**src/rtl/mem_stage_pkg.sv**
```systemverilog
// Shared types and helpers for the load/store stage: FSM state encoding,
// the full-word byte-enable constant and a byte-lane extraction function.
package mem_stage_pkg;

  typedef enum logic [1:0] {
    IDLE = 2'd0,
    WAIT = 2'd1,
    RESP = 2'd2
  } state_t;

  localparam logic [3:0] BE_WORD = 4'hF;

  // Pick byte lane 'lane' out of a 32-bit word.
  function automatic logic [7:0] lane_select(input logic [31:0] word,
                                             input logic [1:0]  lane);
    logic [7:0] b;
    case (lane)
      2'd0:    b = word[7:0];
      2'd1:    b = word[15:8];
      2'd2:    b = word[23:16];
      default: b = word[31:24];
    endcase
    return b;
  endfunction

endpackage

```
**src/rtl/byte_lane_align.sv**
```systemverilog
// Combinational byte-lane steering for the load/store stage.
// Write side: byte-enable decode and byte replication for stores.
// Read side: byte extraction with zero extension for byte loads.
module byte_lane_align
  import mem_stage_pkg::*;
(
  input  logic        wr_byte,
  input  logic [1:0]  wr_lane,
  input  logic [31:0] wr_data_in,
  output logic [3:0]  wr_be,
  output logic [31:0] wr_data_out,
  input  logic        rd_byte,
  input  logic [1:0]  rd_lane,
  input  logic [31:0] rd_data_in,
  output logic [31:0] rd_data_out
);

  // Store steering: a byte store enables one lane and replicates the byte to all lanes.
  // NOTE: every output of a combinational block gets a default first, so no path can infer a latch.
  always_comb begin
    wr_be       = BE_WORD;
    wr_data_out = wr_data_in;
    if (wr_byte) begin
      wr_be       = 4'b0001 << wr_lane;
      wr_data_out = {4{wr_data_in[7:0]}};
    end
  end

  // Load steering: a byte load returns the addressed lane, zero-extended.
  always_comb begin
    rd_data_out = rd_data_in;
    if (rd_byte) begin
      rd_data_out = {24'h0, lane_select(rd_data_in, rd_lane)};
    end
  end

endmodule

```
**src/rtl/mem_access_stage.sv**
```systemverilog
// Load/store stage between execute and write-back. Drives a synchronous
// single-port data RAM, holds off upstream while a load is in flight and
// returns load data with its destination register as a one-cycle strobe.
// Optional feature: define MISALIGN_TRAP_EN to trap misaligned word accesses
// (no RAM access, one-cycle fault pulse, sticky fault_addr). Without it,
// word accesses are aligned down and fault/fault_addr are tied to 0.
module mem_access_stage
  import mem_stage_pkg::*;
#(
  parameter int ADDR_W     = 11,
  parameter int RD_LATENCY = 1
) (
  input  logic              clk,
  input  logic              rst,
  input  logic              req_valid,
  output logic              req_ready,
  input  logic              req_load,
  input  logic              req_byte,
  input  logic [31:0]       req_addr,
  input  logic [31:0]       req_wdata,
  input  logic [3:0]        req_rd,
  output logic [ADDR_W-1:0] ram_addr,
  output logic              ram_en,
  output logic              ram_we,
  output logic [3:0]        ram_be,
  output logic [31:0]       ram_wdata,
  input  logic [31:0]       ram_rdata,
  output logic [31:0]       ram_data2,
  output logic [3:0]        wb_addr,
  output logic              wb_en,
  output logic              stall,
  output logic              fault,
  output logic [31:0]       fault_addr
);

  localparam int CNT_W = 2;

  state_t           state_q, state_d;
  logic [CNT_W-1:0] cnt_q, cnt_d;
  logic [3:0]       rd_q;
  logic             byte_q;
  logic [1:0]       lane_q;
  logic             accept;
  logic             misalign;
  logic             issue;
  logic             resp_capture;
  logic [3:0]       st_be;
  logic [31:0]      st_wdata;
  logic [31:0]      ld_data;

  // Address bits above the RAM window wrap and are intentionally dropped.
  logic unused_addr_hi;
  assign unused_addr_hi = ^req_addr[31:ADDR_W+2];

`ifdef MISALIGN_TRAP_EN
  assign misalign = ~req_byte & (req_addr[1:0] != 2'b00);
`else
  assign misalign = 1'b0;
`endif

  assign req_ready    = (state_q == IDLE) | (state_q == RESP);
  assign accept       = req_valid & req_ready;
  assign issue        = accept & ~misalign;
  assign stall        = req_valid & ~req_ready;
  assign wb_en        = (state_q == RESP);
  // Read data is valid in the last WAIT cycle; it is registered into RESP.
  assign resp_capture = (state_q == WAIT) && (cnt_q == '0);

  byte_lane_align u_align (
    .wr_byte     (req_byte),
    .wr_lane     (req_addr[1:0]),
    .wr_data_in  (req_wdata),
    .wr_be       (st_be),
    .wr_data_out (st_wdata),
    .rd_byte     (byte_q),
    .rd_lane     (lane_q),
    .rd_data_in  (ram_rdata),
    .rd_data_out (ld_data)
  );

  // State and latency counter register.
  // NOTE: sequential state uses non-blocking assignments so every flop samples pre-edge values.
  always_ff @(posedge clk or posedge rst) begin
    if (rst) begin
      state_q <= IDLE;
      cnt_q   <= '0;
    end else begin
      state_q <= state_d;
      cnt_q   <= cnt_d;
    end
  end

  // Next-state logic and RAM strobes; RAM outputs follow the request in its accept cycle.
  always_comb begin
    state_d   = state_q;
    cnt_d     = cnt_q;
    ram_en    = 1'b0;
    ram_we    = 1'b0;
    ram_be    = 4'b0000;
    ram_wdata = 32'h0;
    ram_addr  = '0;
    case (state_q)
      IDLE, RESP: begin
        state_d = IDLE;
        if (issue) begin
          ram_en   = 1'b1;
          ram_addr = req_addr[ADDR_W+1:2];
          if (req_load) begin
            ram_be  = BE_WORD;
            state_d = WAIT;
            cnt_d   = CNT_W'(RD_LATENCY - 1);
          end else begin
            ram_we    = 1'b1;
            ram_be    = st_be;
            ram_wdata = st_wdata;
          end
        end
      end
      WAIT: begin
        if (cnt_q == '0) begin
          state_d = RESP;
        end else begin
          cnt_d = cnt_q - 1'b1;
        end
      end
      default: state_d = IDLE;
    endcase
  end

  // Remember how to steer the response of the load just issued.
  always_ff @(posedge clk or posedge rst) begin
    if (rst) begin
      rd_q   <= '0;
      byte_q <= 1'b0;
      lane_q <= '0;
    end else if (issue && req_load) begin
      rd_q   <= req_rd;
      byte_q <= req_byte;
      lane_q <= req_addr[1:0];
    end
  end

  // Load result and destination register, held until the next load response.
  always_ff @(posedge clk or posedge rst) begin
    if (rst) begin
      ram_data2 <= 32'h0;
      wb_addr   <= '0;
    end else if (resp_capture) begin
      ram_data2 <= ld_data;
      wb_addr   <= rd_q;
    end
  end

`ifdef MISALIGN_TRAP_EN
  // Fault pulse the cycle after a misaligned word request; address is sticky.
  always_ff @(posedge clk or posedge rst) begin
    if (rst) begin
      fault      <= 1'b0;
      fault_addr <= 32'h0;
    end else begin
      fault <= accept & misalign;
      if (accept && misalign) begin
        fault_addr <= req_addr;
      end
    end
  end
`else
  assign fault      = 1'b0;
  assign fault_addr = 32'h0;
`endif

endmodule

```
**config.mk**
```make
export PLATFORM = sky130hd
export DESIGN_NAME = mem_access_stage
export DESIGN_NICKNAME = d
export VERILOG_FILES = /design/src/rtl/mem_stage_pkg.sv /design/src/rtl/byte_lane_align.sv /design/src/rtl/mem_access_stage.sv
export SDC_FILE = /design/constraint.sdc
export NUM_CORES = 1
export LEC_CHECK = 0
export CAP_MARGIN = 20
export CORE_ASPECT_RATIO = 1.2
export CORE_UTILIZATION = 30
export CTS_CLUSTER_SIZE = 14
export DETAILED_ROUTE_END_ITERATION = 7
export GPL_TIMING_DRIVEN = 0
export PLACE_DENSITY = 0.75
export SYNTH_ARGS = -nofsm -noshare
export SYNTH_HDL_FRONTEND = slang
export SYNTH_SLANG_ARGS = --single-unit
```
**constraint.sdc**
```tcl
create_clock -name clk -period 1.3 [get_ports clk]
set_input_delay 0.195 -clock clk [delete_from_list [all_inputs] [get_ports clk]]
set_output_delay 0.195 -clock clk [all_outputs]
set_load 0.02 [all_outputs]
```
==> out/results.txt, run 1 <==
Status -> finished, violations left
Gr usage total -> 20.1%
Register share of total power -> 33.2%
Routed vias -> 3070
Die area -> 0.0102 mm²
Htree depth -> 2
First-pass GRT wire length -> 15.6 mm
Pre-CTS WS -> -1.06 ns
Reg2Reg Depth -> 4
Ys flop type -> dfrtp_1
Mapped Area -> 0.00293 mm²
Detailed Place HPWL -> 7.93 mm
Share of post-route cells with drive strength above 1 -> 40.1%
Buf+Inv Stages, Crit Path -> 4
Violated checks -> negative setup slack
CTS tree -> built
Die span in x -> 92.2 µm
Max Freq -> 590 MHz
Logic pwr share -> 43.5%
Period Utilization, post-route -> 130%
Top layer in use -> met4
CP Launch Type -> flip-flop
Vias in the first global route -> 3047
Routability Congestion -> 0.794
WL final -> 10.7 mm
Final slew viol count -> 0
Clock power frac -> 23.3%
Post-synth EDFFs -> 0
Fraction of registers with async set/reset -> 100%
Port-buffer cells -> 173
P&R area growth vs syn -> 101%
Reg-to-Reg Start -> lane_q[0]
Avg Vias per Cell -> 4.51
Worst-path clk slew -> 0.06 ns
WP data required -> 1.11 ns
Final Hold Viols -> 0
Inserted Clock Buffers -> 5
IR drop worst, VDD -> 770 µV
IO Count -> 226
Kind of critical path -> flip-flop to output pin
Final Skew -> 0.00764 ns
Switching portion of total power -> 34.8%
RSZ-0062 raised after global routing -> true
Seq/Total Area, Yosys -> 40.1%
Row count -> 39
Router iterations before antenna repair -> 4
CP peak stage delay -> 0.39 ns
Overall power -> 5.74 mW
Synth warn -> 0
PwrDens -> 977 mW/mm²
DRC -> 0
CP Cell Sequence -> nand2b_4, inv_4, nand2b_4, buf_12, buf_16, a21oi_4, buf_6
Clock latency on the worst-skew pair -> 0.29 ns
R2R Setup Slk -> -0.15 ns
Net count, final -> 663
Min setup slack post-route -> -0.394 ns
Max_cap viols -> 0
Initial antenna violation count -> 0
Initial Utilization -> 30.8%
Yosys top cell area share -> 40.1%
Initial drt markers -> 105
Met3 WL -> 923 µm
Antenna Violating Nets Remaining -> 0
RR Endpoint -> ram_data2[0]
Most frequent CP cell -> nand2b_4
Mean Syn Cell Area -> 8.97 µm²
Met2 WL -> 5.84 mm
Die H -> 110 µm
Final setup fails -> 64
Seq cells post-synth -> 47
Largest net degree at the start of global routing -> 48
Commonest cells in the netlist -> 70 x nand2_1, 47 x dfrtp_1, 36 x a21oi_1
Min-Delay Path Class -> input pin to asynchronous set/reset pin
P_sw -> 2.00 mW
Grt ovf -> 0
Synth area leaders -> dfrtp_1 40%, nand2_1 9.0%, buf_4 8.7%, nand3b_1 6.4%, a21oi_1 6.1%
Critical Path AT -> 1.50 ns
CP delay by family, top -> buffers and inverters
Clock sinks -> 47
WL/cell -> 15.7 µm
Count of cell types in the netlist -> 27
Count leader, synth -> nand2_1
Antenna cells -> 0
CORE AREA -> 0.00952 mm²
CTS max path bufs -> 2
Critical Path End Type -> output pin
CTS Root Cell -> clkbuf_16
M1 wire length -> 3.79 mm
Critical Path Fanout Max -> 6
Leakage -> 2.76 nW
Mapped Cells -> 327
Int Pwr -> 3.74 mW
Yosys top cell by area -> dfrtp_1
CP max-delay cell -> dfrtp_1
Minimum clock period -> 1.69 ns
-- kinds of logic (layout without fill, tap and decap cells) --
logic type | after synthesis | in the layout | synth area share [%]
and+or+nand+nor | 157 | 157 | 28.4
DFF | 47 | 47 | 40.1
AOI/OAI and AO/OA | 38 | 38 | 6.53
other | 1 | 33 | 0.128
adders and majority gates | 1 | 1 | 0.427
buffers and inverters | 60 | 259 | 12.8
muxes | 23 | 23 | 11.6
-- power by group through the flow --
stage                     clock (mW)  sequential (mW)  combinational (mW)
final                           1.34             1.90                2.50
after global routing            1.40             1.94                2.67
after CTS                       1.35             1.89                2.42
after detailed placement           0             1.90                2.40
after global placement             0             1.90                2.36
after floorplan                    0             2.17                1.02
-- cell type report --
| class | instances | area, µm² |
|---|---|---|
| Multi-Input combinational cell | 252 | 1880 |
| Sequential cell | 47 | 1180 |
| Timing Repair Buffer | 190 | 1990 |
| Clock buffer | 6 | 139 |
| Clock inverter | 2 | 16.3 |
| Inverter | 7 | 38.8 |
| Timing Repair inverter | 1 | 7.51 |
| Buffer | 53 | 474 |
| Tap cell | 123 | 154 |
| Fill cell | 830 | 3640 |
-- sequential cells by signal (all words and copies together), names as in the netlist --
signal and cells:
ram_data2 32, rd_q 4, wb_addr 4, cnt_q 2, lane_q 2, state_q 2, byte_q 1
-- cells in the final DEF, fill, tap and decap left out, types with 2 or more instances in the layout --
master           count
buf_12               4
a21oi_1             12
dfrtp_1             46
mux2_2               7
inv_4                2
nand2_1             43
nor2_1               8
buf_6               48
and2_4              16
nand2b_1            26
a21oi_2              4
buf_16               4
nand2b_4             2
clkdlybuf4s50_1     81
mux4_2               8
nand2_2             26
conb_1              33
clkinvlp_4           4
clkbuf_1             3
clkbuf_2             2
dlygate4sd2_1       41
and2_1               4
a21oi_4             20
buf_4               45
clkbuf_16            8
nand3b_1            25
buf_2                5
mux2i_1              7
inv_2                2
buf_8                7
-- timing repair --
action	CTS	global route
setup endpoints to repair	128	97
gates resized for setup	406	20
pin swaps	29	12
cloned	6	3
setup buffers	8	0
hold buffers	0	0
-- routing by layer --
layer | vias to the layer above | global-route usage, %
li1 | 1469 | -
met5 | - | 0
met2 | 143 | 39.0
met1 | 1444 | 21.5
met3 | 14 | 5.69
met4 | 0 | 5.02
-- through the flow --
| stage | std cells | utilization, % | hold slack [ns] | area (µm²) | TNS, ns |
|---|---|---|---|---|---|
| floorplan | 359 | - | 0.218 | 3320 | -2.06 |
| global placement | 655 | 54.8 | 0.447 | 5210 | -52.73 |
| detailed placement | 655 | 54.8 | 0.459 | 5210 | -57.43 |
| CTS | 677 | 60.1 | 0.378 | 5720 | -17.83 |
| global route | 681 | 61.8 | 0.184 | 5880 | -22.91 |
| finish | 681 | 61.8 | 0.169 | 5880 | -17.27 |
-- worst max-delay path by stage --
stage	startpoint	end	slack [ns]	cells after the start
2_1_floorplan	state_q[0]	ram_wdata[0]	-0.08	6
5_1_grt	state_q[0]	ram_wdata[24]	-0.44	7
3_3_place_gp	req_byte	ram_wdata[13]	-1.01	5
3_5_place_dp	req_byte	ram_wdata[8]	-1.06	5
6_report	state_q[0]	ram_wdata[17]	-0.39	7
4_1_cts	state_q[0]	ram_wdata[26]	-0.40	7
Note: power is estimated with default switching activity, not from simulation.
==> run 2, diff against run 1 <==
CELL_PAD_IN_SITES_DETAIL_PLACEMENT = 1   (was default)
CELL_PAD_IN_SITES_GLOBAL_PLACEMENT = 2   (was default)
CORE_MARGIN = 2   (was default)
CORE_UTILIZATION = 16   (was 30)
PLACE_DENSITY = 0.78   (was 0.75)
==> out/results.txt, run 2 (synthesis gave the netlist of run 1 again) <==
Status -> finished, violations left
Violated checks -> negative setup slack
Critical Path AT -> 1.53 ns (+0.03 ns)
Largest reg by FF count -> ram_data2
Final setup fails -> 93 (+45%)
Most frequent cells in the layout -> 80 x clkdlybuf4s50_1, 56 x buf_6, 53 x buf_4
GRT Max-Usage Layer -> met2
Grt ovf -> 0 (unchanged)
Smallest hold slack -> 0.322 ns (+0.153 ns)
WL/cell -> 16.8 µm (+6.7%)
WP data required -> 1.11 ns (about the same)
Register area -> 0.00118 mm² (+0.11%)
Vias in the first global route -> 3454 (+13%)
Net count, final -> 680 (+2.6%)
Max Freq -> 581 MHz (-1.6%)
CTS max path bufs -> 2 (unchanged)
P&R area growth vs syn -> 117%
Leakage -> 2.91 nW (+5.6%)
DRC -> 0 (unchanged)
Multi-input logic area -> 0.00198 mm² (+5.5%)
Minimum clock period -> 1.72 ns (+0.0272 ns)
Period Utilization, post-route -> 132% (+2.1 points)
Detailed Place HPWL -> 9.75 mm (+23%)
CORE AREA -> 0.0180 mm² (+90%)
Fill cell count -> 2004 (+140%)
Initial antenna violation count -> 0 (unchanged)
Met1 Use GR -> 15.2% (-6.3 points)
WL final -> 13.4 mm (+25%)
Largest register FFs -> 32 (unchanged)
IR drop worst, VDD -> 659 µV (-14%)
Min setup slack post-route -> -0.421 ns (-0.0272 ns)
Worst-path clk slew -> 0.07 ns (about the same)
Gr usage total -> 13.1% (-7.0 points)
Clock latency on the worst-skew pair -> 0.29 ns (about the same)
Final Skew -> 0.00518 ns (-0.00246 ns)
CTS Root Cell -> clkbuf_16
Share of post-route cells with drive strength above 1 -> 44.7% (+4.6 points)
Antenna Violating Nets Remaining -> 0 (unchanged)
Fin cells -> 799 (+17%)
CP Launch Type -> flip-flop
Routed vias -> 3247 (+5.8%)
First-pass GRT wire length -> 20.1 mm (+29%)
Final Instance Area -> 0.00635 mm² (+8.1%)
Max_cap viols -> 0 (unchanged)
Largest net degree at the start of global routing -> 48 (unchanged)
Router iterations before antenna repair -> 4 (unchanged)
Number of hold buffers added after cts -> 0 (unchanged)
Critical Path End Type -> output pin
RSZ-0062 raised after global routing -> true
Placed cell area -> 0.00534 mm² (+2.4%)
Row count -> 54 (+38%)
Final Hold Viols -> 0 (unchanged)
Utilization after layout -> 35.2% (-27 points)
Worst-Margin Slew -> 0.564 ns
Routability Congestion -> 0.828 (+4.2%)
Global routing usage on met2 -> 24.5% (-14 points)
Initial Utilization -> 16.3% (-15 points)
Die area -> 0.0194 mm² (+91%)
Kind of critical path -> flip-flop to output pin
Critical Path Fanout Max -> 9 (+3)
Initial drt markers -> 63 (-40%)
Clock sinks -> 47 (unchanged)
IO Count -> 226 (unchanged)
Relative slew slack -> 62.3%
Dpl cells -> 756 (+15%)
GR Layer Usage met3 -> 3.34% (-2.4 points)
CTS tree -> built
Die span in x -> 128 µm (+38%)
Die H -> 152 µm (+38%)
Most common cell after layout, fill and taps aside -> clkdlybuf4s50_1
Avg Vias per Cell -> 4.06 (-9.9%)
Overall power -> 6.13 mW (+6.7%)
Inserted Clock Buffers -> 5 (unchanged)
Final slew viol count -> 0 (unchanged)
PwrDens -> 964 mW/mm² (-1.3%)
Min-Delay Path Class -> input pin to asynchronous set/reset pin
Port-buffer cells -> 173 (unchanged)
Regs by FF count -> ram_data2 x32, rd_q x4, wb_addr x4
Htree depth -> 2 (unchanged)
Antenna cells -> 0 (unchanged)
==> run 2: metrics by stage <==
step | setup slack, ns | TNS [ns]
final | -0.421 | -21.34
after global routing | -0.483 | -27.83
after CTS | -0.432 | -22.17
after detailed placement | -1.15 | -65.29
after global placement | -1.14 | -58.67
after floorplan | -0.0840 | -2.06
==> run 2: worst paths after layout <==
check,end,depth (start not counted),slack (ns),startpoint
max reg2reg,rd_q[1],3,-0.17,state_q[0]
min,ram_data2[26],2,0.32,rst
max,ram_wdata[27],7,-0.42,state_q[0]
min reg2reg,wb_addr[3],2,0.48,wb_addr[3]
min in group clk,lane_q[0],2,0.40,req_addr[0]
max in group asynchronous,state_q[0],3,0.45,rst
==> run 2: repair_timing <==
| item | in CTS | in global routing |
|---|---|---|
| gates cloned | 7 | 3 |
| buffers inserted | 22 | 9 |
| gates resized for setup | 443 | 41 |
| setup endpoints to repair | 134 | 99 |
| pin swaps | 41 | 29 |
==> run 2: layout make-up <==
class                   count  area share, %
flip-flops and latches     47           18.5
clock inverters             2          0.551
inverters                   7          0.571
plain buffers              51           7.34
well taps                 224           4.41
clock buffers               6           2.19
multi-input cells         252           31.2
repair inverters            1          0.118
repair buffers            209           35.0
==> run 2: per-layer routing <==
layer	wire (µm)	share of wire [%]
met5	0	0
met4	173	1.3
met3	930	6.9
met2	7040	52
met1	5270	39
==> run 2: report_power, final <==
group          internal [mW]  leakage [nW]  switching (mW)
Clock                  0.958        0.0868           0.566
Sequential              1.73         0.577           0.182
Combinational           1.33          2.25            1.36
Total                   4.02          2.91            2.11
==> run 2: worst max-delay path: stages (launching register included) <==
cell,delay (ns)
dfrtp_2,0.40
nand2b_4,0.15
inv_4,0.06
nand2b_4,0.05
buf_12,0.15
clkbuf_16,0.17
a21oi_4,0.11
buf_6,0.13
==> run 3, diff against run 2 <==
SETUP_SLACK_MARGIN = 0.5   (was default)
==> out/results.txt, run 3 (synthesis gave the netlist of run 1 again) <==
Final Instance Area -> 0.00672 mm² (+5.7%)
Pre-CTS WS -> -1.29 ns (-0.141 ns)
Detailed Place HPWL -> 10.5 mm (+7.4%)
Fin cells -> 838 (+4.9%)
CORE AREA -> 0.0180 mm² (unchanged)
Gr usage total -> 14.1% (+0.92 points)
Avg Vias per Cell -> 4.06 (about the same)
Final Skew -> 0.0140 ns (+0.00879 ns)
Grt ovf -> 0 (unchanged)
Kind of critical path -> flip-flop to output pin
CTS Root Cell -> clkbuf_16
CP max-delay cell -> dfrtp_2
Worst-Margin Slew -> 0.539 ns (-0.0258 ns)
RSZ-0062 raised after global routing -> true
Vias in the first global route -> 3560 (+3.1%)
Critical Path End Type -> output pin
Utilization after layout -> 37.3% (+2.0 points)
Routability Congestion -> 0.853 (+3.1%)
Crit. Startpoint -> state_q[0]
Fill cell count -> 2023 (+0.95%)
Largest register FFs -> 32 (unchanged)
Die H -> 152 µm (unchanged)
PwrDens -> 973 mW/mm² (+0.90%)
WL/cell -> 17.7 µm (+5.3%)
Row count -> 54 (unchanged)
WP data required -> 1.11 ns (about the same)
Critical Path Fanout Max -> 10 (+1)
CP Launch Type -> flip-flop
CP delay by family, top -> buffers and inverters
First-pass GRT wire length -> 20.9 mm (+4.1%)
Final setup fails -> 99 (+6.5%)
Reg-to-Reg Start -> state_q[0]
Leakage -> 3.07 nW (+5.3%)
Die area -> 0.0194 mm² (unchanged)
Clock sinks -> 47 (unchanged)
Min-Delay Path Class -> input pin to asynchronous set/reset pin
Port-buffer cells -> 173 (unchanged)
Share of post-route cells with drive strength above 1 -> 56.0% (+11 points)
Htree depth -> 2 (unchanged)
CP peak stage delay -> 0.41 ns (about the same)
Inserted Clock Buffers -> 5 (unchanged)
Initial drt markers -> 66 (+4.8%)
Router iterations before antenna repair -> 4 (unchanged)
Most frequent cells in the layout -> 92 x buf_6, 88 x buf_4, 82 x clkdlybuf4s50_1
Net count, final -> 718 (+5.6%)
Most frequent CP cell -> nand2b_4
Post-route setup TNS -> -27.01 ns (-5.67 ns)
WL final -> 14.8 mm (+10%)
Multi-input logic area -> 0.00201 mm² (+1.4%)
Initial Utilization -> 16.3% (unchanged)
Overall power -> 6.54 mW (+6.7%)
Dpl cells -> 756 (unchanged)
CTS max path bufs -> 2 (unchanged)
Final slew viol count -> 0 (unchanged)
DRC -> 0 (unchanged)
Register area -> 0.00118 mm² (-0.11%)
Relative slew slack -> 64.1% (+1.8 points)
CP Cell Sequence -> nand2b_4, inv_4, nand2b_4, buf_8, buf_12, a21oi_4, buf_6
CTS tree -> built
Violated checks -> negative setup slack
IR drop worst, VDD -> 514 µV (-22%)
Antenna Violating Nets Remaining -> 0 (unchanged)
IO Count -> 226 (unchanged)
Critical Path AT -> 1.61 ns (+0.08 ns)
Smallest hold slack -> 0.230 ns (-0.0919 ns)
Die span in x -> 128 µm (unchanged)
Largest net degree at the start of global routing -> 17 (-65%)
P&R area growth vs syn -> 129%
Max Freq -> 555 MHz (-4.4%)
Largest reg by FF count -> ram_data2
Placed cell area -> 0.00542 mm² (+1.5%)
Min setup slack post-route -> -0.501 ns (-0.0796 ns)
Regs by FF count -> ram_data2 x32, rd_q x4, wb_addr x4
Initial antenna violation count -> 1 (+1)
Period Utilization, post-route -> 139% (+6.1 points)
Clock latency on the worst-skew pair -> 0.30 ns (about the same)
Minimum clock period -> 1.80 ns (+0.0796 ns)
Final Hold Viols -> 0 (unchanged)
Worst-path clk slew -> 0.07 ns (about the same)
Most common cell after layout, fill and taps aside -> buf_6
Status -> finished, violations left
Routed vias -> 3403 (+4.8%)
Buf+Inv Stages, Crit Path -> 4 (unchanged)
Max_cap viols -> 0 (unchanged)
[run 3: timing repair]
action | CTS | global route
setup endpoints to repair | 182 | 135
cloned | 9 | 3
gates resized for setup | 593 | 51
setup buffers | 36 | 25
hold buffers | 0 | 0
pin swaps | 32 | 28
[run 3: worst paths after layout]
check                           endpoint  slack [ns]  depth (start not counted)
max in group asynchronous     state_q[0]        0.79                          2
max                        ram_wdata[28]       -0.50                          7
min in group clk              wb_addr[1]        0.48                          2
min reg2reg                   wb_addr[1]        0.48                          2
max reg2reg                      rd_q[0]       -0.29                          4
min                        ram_data2[29]        0.23                          2
[run 3: area by class of cell]
cell class	count	area share [%]
Inverter	7	0.726
Sequential cell	47	17.5
Tap cell	224	4.17
Clock inverter	3	0.335
Multi-Input combinational cell	252	29.9
Clock buffer	5	1.86
Buffer	53	7.35
Timing Repair Buffer	241	37.5
Antenna cell	1	0.0372
Timing Repair inverter	5	0.559
[run 3: metal layers]
metal  routed length [µm]  track usage, %  part of all wire, %
met4                  276            3.77                  1.9
met2                 7720            26.5                   52
met3                 1190            3.90                  8.0
met5                    0               0                    0
met1                 5630            15.3                   38
[run 3: power breakdown]
part | switching, mW | internal, mW
registers | 0.225 | 1.73
logic | 1.48 | 1.77
clock network | 0.608 | 0.721
